**src/rtl/dsm_dac_param.sv**
```systemverilog
// Delta-sigma DAC with a selectable 1st/2nd order loop and generic widths.
// Samples arrive through a one-entry valid/ready buffer and are paced every OSR ticks.
module dsm_dac_param #(
  parameter int WIDTH = 16,
  parameter int EXT   = 4,
  parameter int ORDER = 2,
  parameter int OSR   = 64
) (
  input  logic             clk,
  input  logic             rst,
  input  logic             clk_en,
  input  logic [WIDTH-1:0] in_data,
  input  logic             in_valid,
  output logic             in_ready,
  input  logic             mute,
  input  logic             flag_clr,
  output logic             dsm_out,
  output logic             underrun,
  output logic             overload
);

  localparam int A  = WIDTH + EXT;
  localparam int CW = $clog2(OSR);
  localparam logic [A-1:0]  FB_POS   = A'(2 ** (WIDTH - 1));
  localparam logic [A-1:0]  FB_NEG   = A'(-(2 ** (WIDTH - 1)));
  localparam logic [CW-1:0] CNT_LAST = CW'(OSR - 1);

  generate
    if (ORDER != 1 && ORDER != 2) begin : g_bad_order
      $error("dsm_dac_param: ORDER must be 1 or 2");
    end
    if (OSR < 2) begin : g_bad_osr
      $error("dsm_dac_param: OSR must be at least 2");
    end
  endgenerate

  logic [A-1:0]     acc1;
  logic [A-1:0]     acc2;
  logic [A-1:0]     x;
  logic [A-1:0]     fb;
  logic [A-1:0]     acc1n;
  logic [A-1:0]     acc2n;
  logic [A-1:0]     d;
  logic [WIDTH-1:0] pend_data;
  logic [WIDTH-1:0] active;
  logic [WIDTH-1:0] cur;
  logic [CW-1:0]    osr_cnt;
  logic             pend_valid;
  logic             primed;
  logic             load;
  logic             accept;
  logic             ovf;

  assign in_ready = ~pend_valid;
  assign accept   = in_valid & ~pend_valid;
  assign load     = clk_en & (osr_cnt == '0);

  // A sample promoted at a load slot feeds the loop on that very tick.
  assign cur   = (load & pend_valid) ? pend_data : active;
  assign x     = mute ? '0 : {{EXT{cur[WIDTH-1]}}, cur};
  assign fb    = dsm_out ? FB_POS : FB_NEG;
  assign acc1n = acc1 + x - fb;
  assign acc2n = acc2 + acc1n - fb;
  assign d     = (ORDER == 2) ? acc2n : acc1n;
  assign ovf   = d[A-1] ^ d[A-2];

  always_ff @(posedge clk or negedge rst) begin
    if (!rst) begin
      osr_cnt    <= '0;
      pend_data  <= '0;
      pend_valid <= 1'b0;
      active     <= '0;
      primed     <= 1'b0;
    end else begin
      if (clk_en) begin
        osr_cnt <= (osr_cnt == CNT_LAST) ? '0 : osr_cnt + 1'b1;
      end
      if (load & pend_valid) begin
        active     <= pend_data;
        pend_valid <= 1'b0;
      end else if (accept) begin
        pend_data  <= in_data;
        pend_valid <= 1'b1;
      end
      if (accept) begin
        primed <= 1'b1;
      end
    end
  end

  // An out-of-range decision value restarts the loop from a clean state.
  always_ff @(posedge clk or negedge rst) begin
    if (!rst) begin
      acc1    <= '0;
      acc2    <= '0;
      dsm_out <= 1'b0;
    end else if (clk_en) begin
      if (ovf) begin
        acc1    <= '0;
        acc2    <= '0;
        dsm_out <= 1'b0;
      end else begin
        acc1    <= acc1n;
        acc2    <= (ORDER == 2) ? acc2n : '0;
        dsm_out <= ~d[A-1];
      end
    end
  end

  always_ff @(posedge clk or negedge rst) begin
    if (!rst) begin
      underrun <= 1'b0;
      overload <= 1'b0;
    end else begin
      underrun <= (load & ~pend_valid & primed) | (underrun & ~flag_clr);
      overload <= (clk_en & ovf) | (overload & ~flag_clr);
    end
  end

endmodule
```
**config.mk**
```make
export PLATFORM = sky130hd
export DESIGN_NAME = dsm_dac_param
export DESIGN_NICKNAME = d
export VERILOG_FILES = /design/src/rtl/dsm_dac_param.sv
export SDC_FILE = /design/constraint.sdc
export NUM_CORES = 1
export LEC_CHECK = 0
export ABC_CLOCK_PERIOD_IN_PS = 7240
export CAP_MARGIN = 25
export CORE_ASPECT_RATIO = 0.9
export CORE_MARGIN = 2
export CORE_UTILIZATION = 45
export CTS_BUF_LIST = sky130_fd_sc_hd__clkbuf_8
export DETAILED_ROUTE_END_ITERATION = 10
export SLEW_MARGIN = 40
export SYNTH_ARGS = -nofsm -noshare
export SYNTH_HDL_FRONTEND = slang
export SYNTH_SLANG_ARGS = --single-unit
```
**constraint.sdc**
```tcl
create_clock -name clk -period 7.24 [get_ports clk]
set_input_delay 1.448 -clock clk [delete_from_list [all_inputs] [get_ports clk]]
set_output_delay 1.448 -clock clk [all_outputs]
set_load 0.03 [all_outputs]
```
* After elaboration in Yosys (flattened, before gate mapping) *
Cells that the tools add are included.

cells by class
  eq/ne operators = 1
  reduce and logical (&&, ||, !) cells = 3
  add/subtract/negate cells = 5
  mux-type cells = 9
  bitwise logic cells = 15

operators by type and width
  kind                                         number
  two-way mux 20 bit                           4
  adder 20 bit                                 2
  subtractor 20 bit                            2
  two-way mux 16 bit                           1
  bitwise AND 1 bit                            8
  adder 6 x 1 -> 6 bit, second input constant  1
  == test 6 bit, second input constant         1
  logical NOT 6 bit                            1
  two-way mux 6 bit                            1
  NOT 1 bit                                    4
  two-way mux 1 bit                            3
  OR 1 bit                                     2
  AND reduction 2 bit                          1
  nonzero test 2 bit                           1
  XOR 1 bit                                    1

word-level totals
  flip-flop bits (word level) = 83
  logic and storage cells = 43
  output and inout bits = 4
  input port bits = 22

* Longest topological paths before layout *
  depth in word-level cells = 12
  gate-level depth with buffers = 33
  mapped depth without buffers = 30

* Worst setup path before layout *
No wires, ideal clock.

  path type = input to register
  start = input port clk_en
  end = register acc2[10]
  setup time = 0.141 ns
  buffers on the path = 5
  required time = 7.099 ns
  stages = 28
  path slack = -0.338 ns
  arrival = 7.437 ns
  cell sequence = clkbuf_1 and4_1 buf_6 clkbuf_1 mux2_2 nand2b_1 ha_1 inv_1 ha_1 a21o_1 a21o_1 a21oi_1 o21ai_0 a21oi_1 a21oi_1 xor2_1 fa_1 ha_1 a2111oi_0 nand2_1 o21ai_0 a21oi_1 xor2_1 ha_1 nand2b_1 clkbuf_1 buf_1 o22ai_1

on the way
  longest elaborated chain between the ends = 10

RTL lines
  item                    line  text
  start: declaration      11    input logic clk_en,
  bitwise AND 1 bit *     56    assign load = clk_en & (osr_cnt == '0);
  bitwise AND 1 bit *     59    assign cur = (load & pend_valid) ? pend_data : active;
  two-way mux 16 bit *    n/a
  net cur[7]              46    logic [WIDTH-1:0] cur;
  two-way mux 20 bit *    60    assign x = mute ? '0 : {{EXT{cur[WIDTH-1]}}, cur};
  adder 20 bit *          62    assign acc1n = acc1 + x - fb;
  subtractor 20 bit *     62
  adder 20 bit *          63    assign acc2n = acc2 + acc1n - fb;
  subtractor 20 bit *     63
  XOR 1 bit               65    assign ovf = d[A-1] ^ d[A-2];
  two-way mux 20 bit *    98    if (ovf) begin
  end signal: assignment  104   acc2 <= (ORDER == 2) ? acc2n : '0;
  end: declaration        38    logic [A-1:0] acc2;

The timed path passes the listed nets; every way through them passes the cells marked *.
A chain may end at the register's enable or synchronous reset.

* Worst setup path after layout *
  start = input port clk_en
  end = register acc2[17]

The elaborated chain is that of the path after synthesis.

==> results_dict.tcl <==
set metrics [dict create \
    status "finished, final reports clean" \
    cap_violations 0 \
    clk_pin_slew_worst_paths_ns 0.10 \
    first_pass_iters 4 \
    cpMaxStageDelayCell "fa_1" \
    start_util 0.463 \
    synth_flop_cell "dfrtp_1" \
    grt_overflow 0 \
    rr_endpoint "acc2[17]$_DFFE_PN0P_" \
    antennaDiodeCount 0 \
    max_stage_delay_ns 0.53 \
    start_kind "input port" \
    io_buffers 25 \
    min_from "primed$_DFFE_PN0P_" \
    hold_buffers 0 \
    grt_pass1_vias 4953 \
    dieHeight_um 113 \
    drtIter0Drc 232 \
    cts_max_level 3 \
    wire_per_inst_um 14.9 \
    final_cell_mix "buf_4 (129), inv_1 (110), dfrtp_1 (82)" \
    synth_top_area_cell "dfrtp_1" \
    synthCells 633 \
    slew_violations 0 \
    core_area_sq_um 12800 \
    rows 39 \
    worstSetupEndpointType "register" \
    num_vias 4972 \
    worst_hold_slack_ns 0.477 \
    r2r_cells 32 \
    drt-total-wl_um 14100 \
    synthXorXnorAreaFrac 0.0570 \
    die_area_sq_um 14100 \
    critPathRequiredTime_ns 7.56 \
    hold_violations 0 \
    reg2reg_slack_ns 0.86 \
    cts-root-buf "clkbuf_8" \
    via_per_inst 5.23 \
    synth_top_area_share 0.346 \
    ios 26 \
    cts_buffer_depth 2 \
    fin_worst_skew_ns 0.0199 \
    drtAntennaViolNets 0 \
    syn_avg_cell_area_sq_um 9.36 \
    fmax_ghz 0.142 \
    finalNetCount 883 \
    numCtsBuffers 9 \
    syn-num-nets 734 \
    setup_viol 0 \
    synthArstFlopShare 1.00 \
    final_area_sq_um 7670 \
    gp_congestion 0.913 \
    synth_top_family_by_area "adder cells" \
    antenna_found_initial 0 \
    clkLatencyLatePin_ns 0.38 \
    synth_compound_area_frac 0.162 \
    ys_ff_latch 82 \
    hold_end "primed$_DFFE_PN0P_" \
    cts_tree "built" \
    reg2reg_from "osr_cnt[2]$_DFFE_PN0P_" \
    cts.sinks 82 \
    synth_area_leaders "dfrtp_1 (35%), ha_1 (15%), inv_1 (7.0%), mux2_2 (6.1%), a21oi_1 (3.5%)" \
    drive_gt1_frac 0.277 \
    grtUsageTotal 0.208 \
    critPathMaxFanout 10 \
    cp.arrival_ns 7.37 \
    die_x_um 125 \
    muxShareOfSynthArea 0.0631 \
    synth_cell_types 58 \
    yosys_warnings 0 \
    fillers 1110 \
    dpl_cell_area_sq_um 7240 \
    worstHoldPathType "reg -> reg" \
    final_common_cell "buf_4" \
    area_delta_synth_final_pct 29.4 \
    period_share 0.974 \
    synth_edf_count 0 \
    grt_pass1_wl_um 23700 \
    yosysSeqAreaShare 0.346 \
    synth_fa_ha_area_frac 0.174 \
    max-slew-margin-rel 0.637 \
    period_minus_slack_ns 7.05 \
    critical_path_class "in -> reg" \
    worst_pin_slew_ns 0.544 \
    synth-simple-area-share 0.113 \
    syn_area_sq_um 5930 \
    grt_max_degree 61 \
    remaining_drc_errors 0 \
    min_path_cells 1 \
    dp_hpwl_um 10700 \
]
[critical path, delay by kind of cell]
kind / cells / cell delay, ns
mux: 1 / 0.34
simple gates: 6 / 0.92
xor+xnor: 2 / 0.34
fa+ha+maj: 5 / 1.46
buf+inv: 8 / 1.30
compound gates: 10 / 1.54
[area by class of cell]
cell class	count	area, sq um	area share
Clock buffer	10	138	0.0180
Clock inverter	6	50.0	0.00653
Inverter	111	417	0.0543
Multi-Input combinational cell	420	3530	0.461
Sequential cell	82	2050	0.268
Tap cell	164	205	0.0268
Timing Repair Buffer	158	1270	0.166
[registers in the layout, indices dropped and copies added, names as in the netlist]
signal and flops:
dsm_out 1, osr_cnt 6, acc2 19, primed 1, pend_valid 1, underrun 1, pend_data 16, active 16
acc1 20, overload 1
[cell usage after synthesis (3+ instances only)]
library cell    n
dfrtp_1        82
o21a_1          4
a31oi_1         3
ha_1           73
clkbuf_1       16
o21ai_0        23
or3_1           4
mux2_2         32
nand3_1         8
nand2_1        29
o22ai_1        20
or2_2           5
nor2_1         19
a21o_1         14
xnor2_1        21
o31ai_1         5
o211ai_1        5
and3_1          8
o32ai_1         4
inv_1         111
xor2_1         13
a21oi_1        41
nand2b_1       21
fa_1            6
nand4_1         7
nor2b_1         7
a22o_1          4
nor3_1          8
[logic make-up after synthesis]
family	after synthesis
muxes	33
adders and majority gates	79
xor gates and xnor gates	36
DFF	82
and+or+nand+nor	126
AOI/OAI and AO/OA	146
buffers and inverters	131
[metal layers]
metal | vias to the layer above | GRT usage | wire length (um)
met5 | - | 0 | 0
met4 | 0 | 0.0778 | 206
met3 | 16 | 0.0397 | 588
met2 | 105 | 0.332 | 6540
met1 | 2366 | 0.282 | 6790
li1 | 2485 | - | -
[through the flow]
stage / util / TNS (ns) / instances / worst slack, ns
floorplan: - / 0 / 633 / 0.0448
global placement: 0.566 / -12.27 / 926 / -0.486
detailed placement: 0.566 / -16.26 / 926 / -0.598
CTS: 0.584 / 0 / 945 / 0.00909
global route: 0.600 / -0.106 / 951 / -0.0390
finish: 0.600 / 0 / 951 / 0.189
[what timing repair did]
action                                  in CTS  in global routing
cloned                                       0                  0
endpoints found under the setup margin      27                 37
setup buffers                                3                  6
resized for setup                            9                 31
endpoints found under the hold margin        0                  0
pin swaps                                    2                 16
[worst max-delay path by stage]
stage | startpoint | to | slack, ns
after floorplan | clk_en | acc1[18]$_DFFE_PN0P_ | 0.04
after global placement | clk_en | acc1[8]$_DFFE_PN0P_ | -0.49
after detailed placement | clk_en | acc1[17]$_DFFE_PN0P_ | -0.60
after CTS | clk_en | acc1[8]$_DFFE_PN0P_ | 0.009
after global routing | clk_en | acc2[17]$_DFFE_PN0P_ | -0.04
final | clk_en | acc2[17]$_DFFE_PN0P_ | 0.19
Power is left out: the tool's default activity adds up to more than one toggle a clock period on the data nets, which glitch-free logic cannot reach.
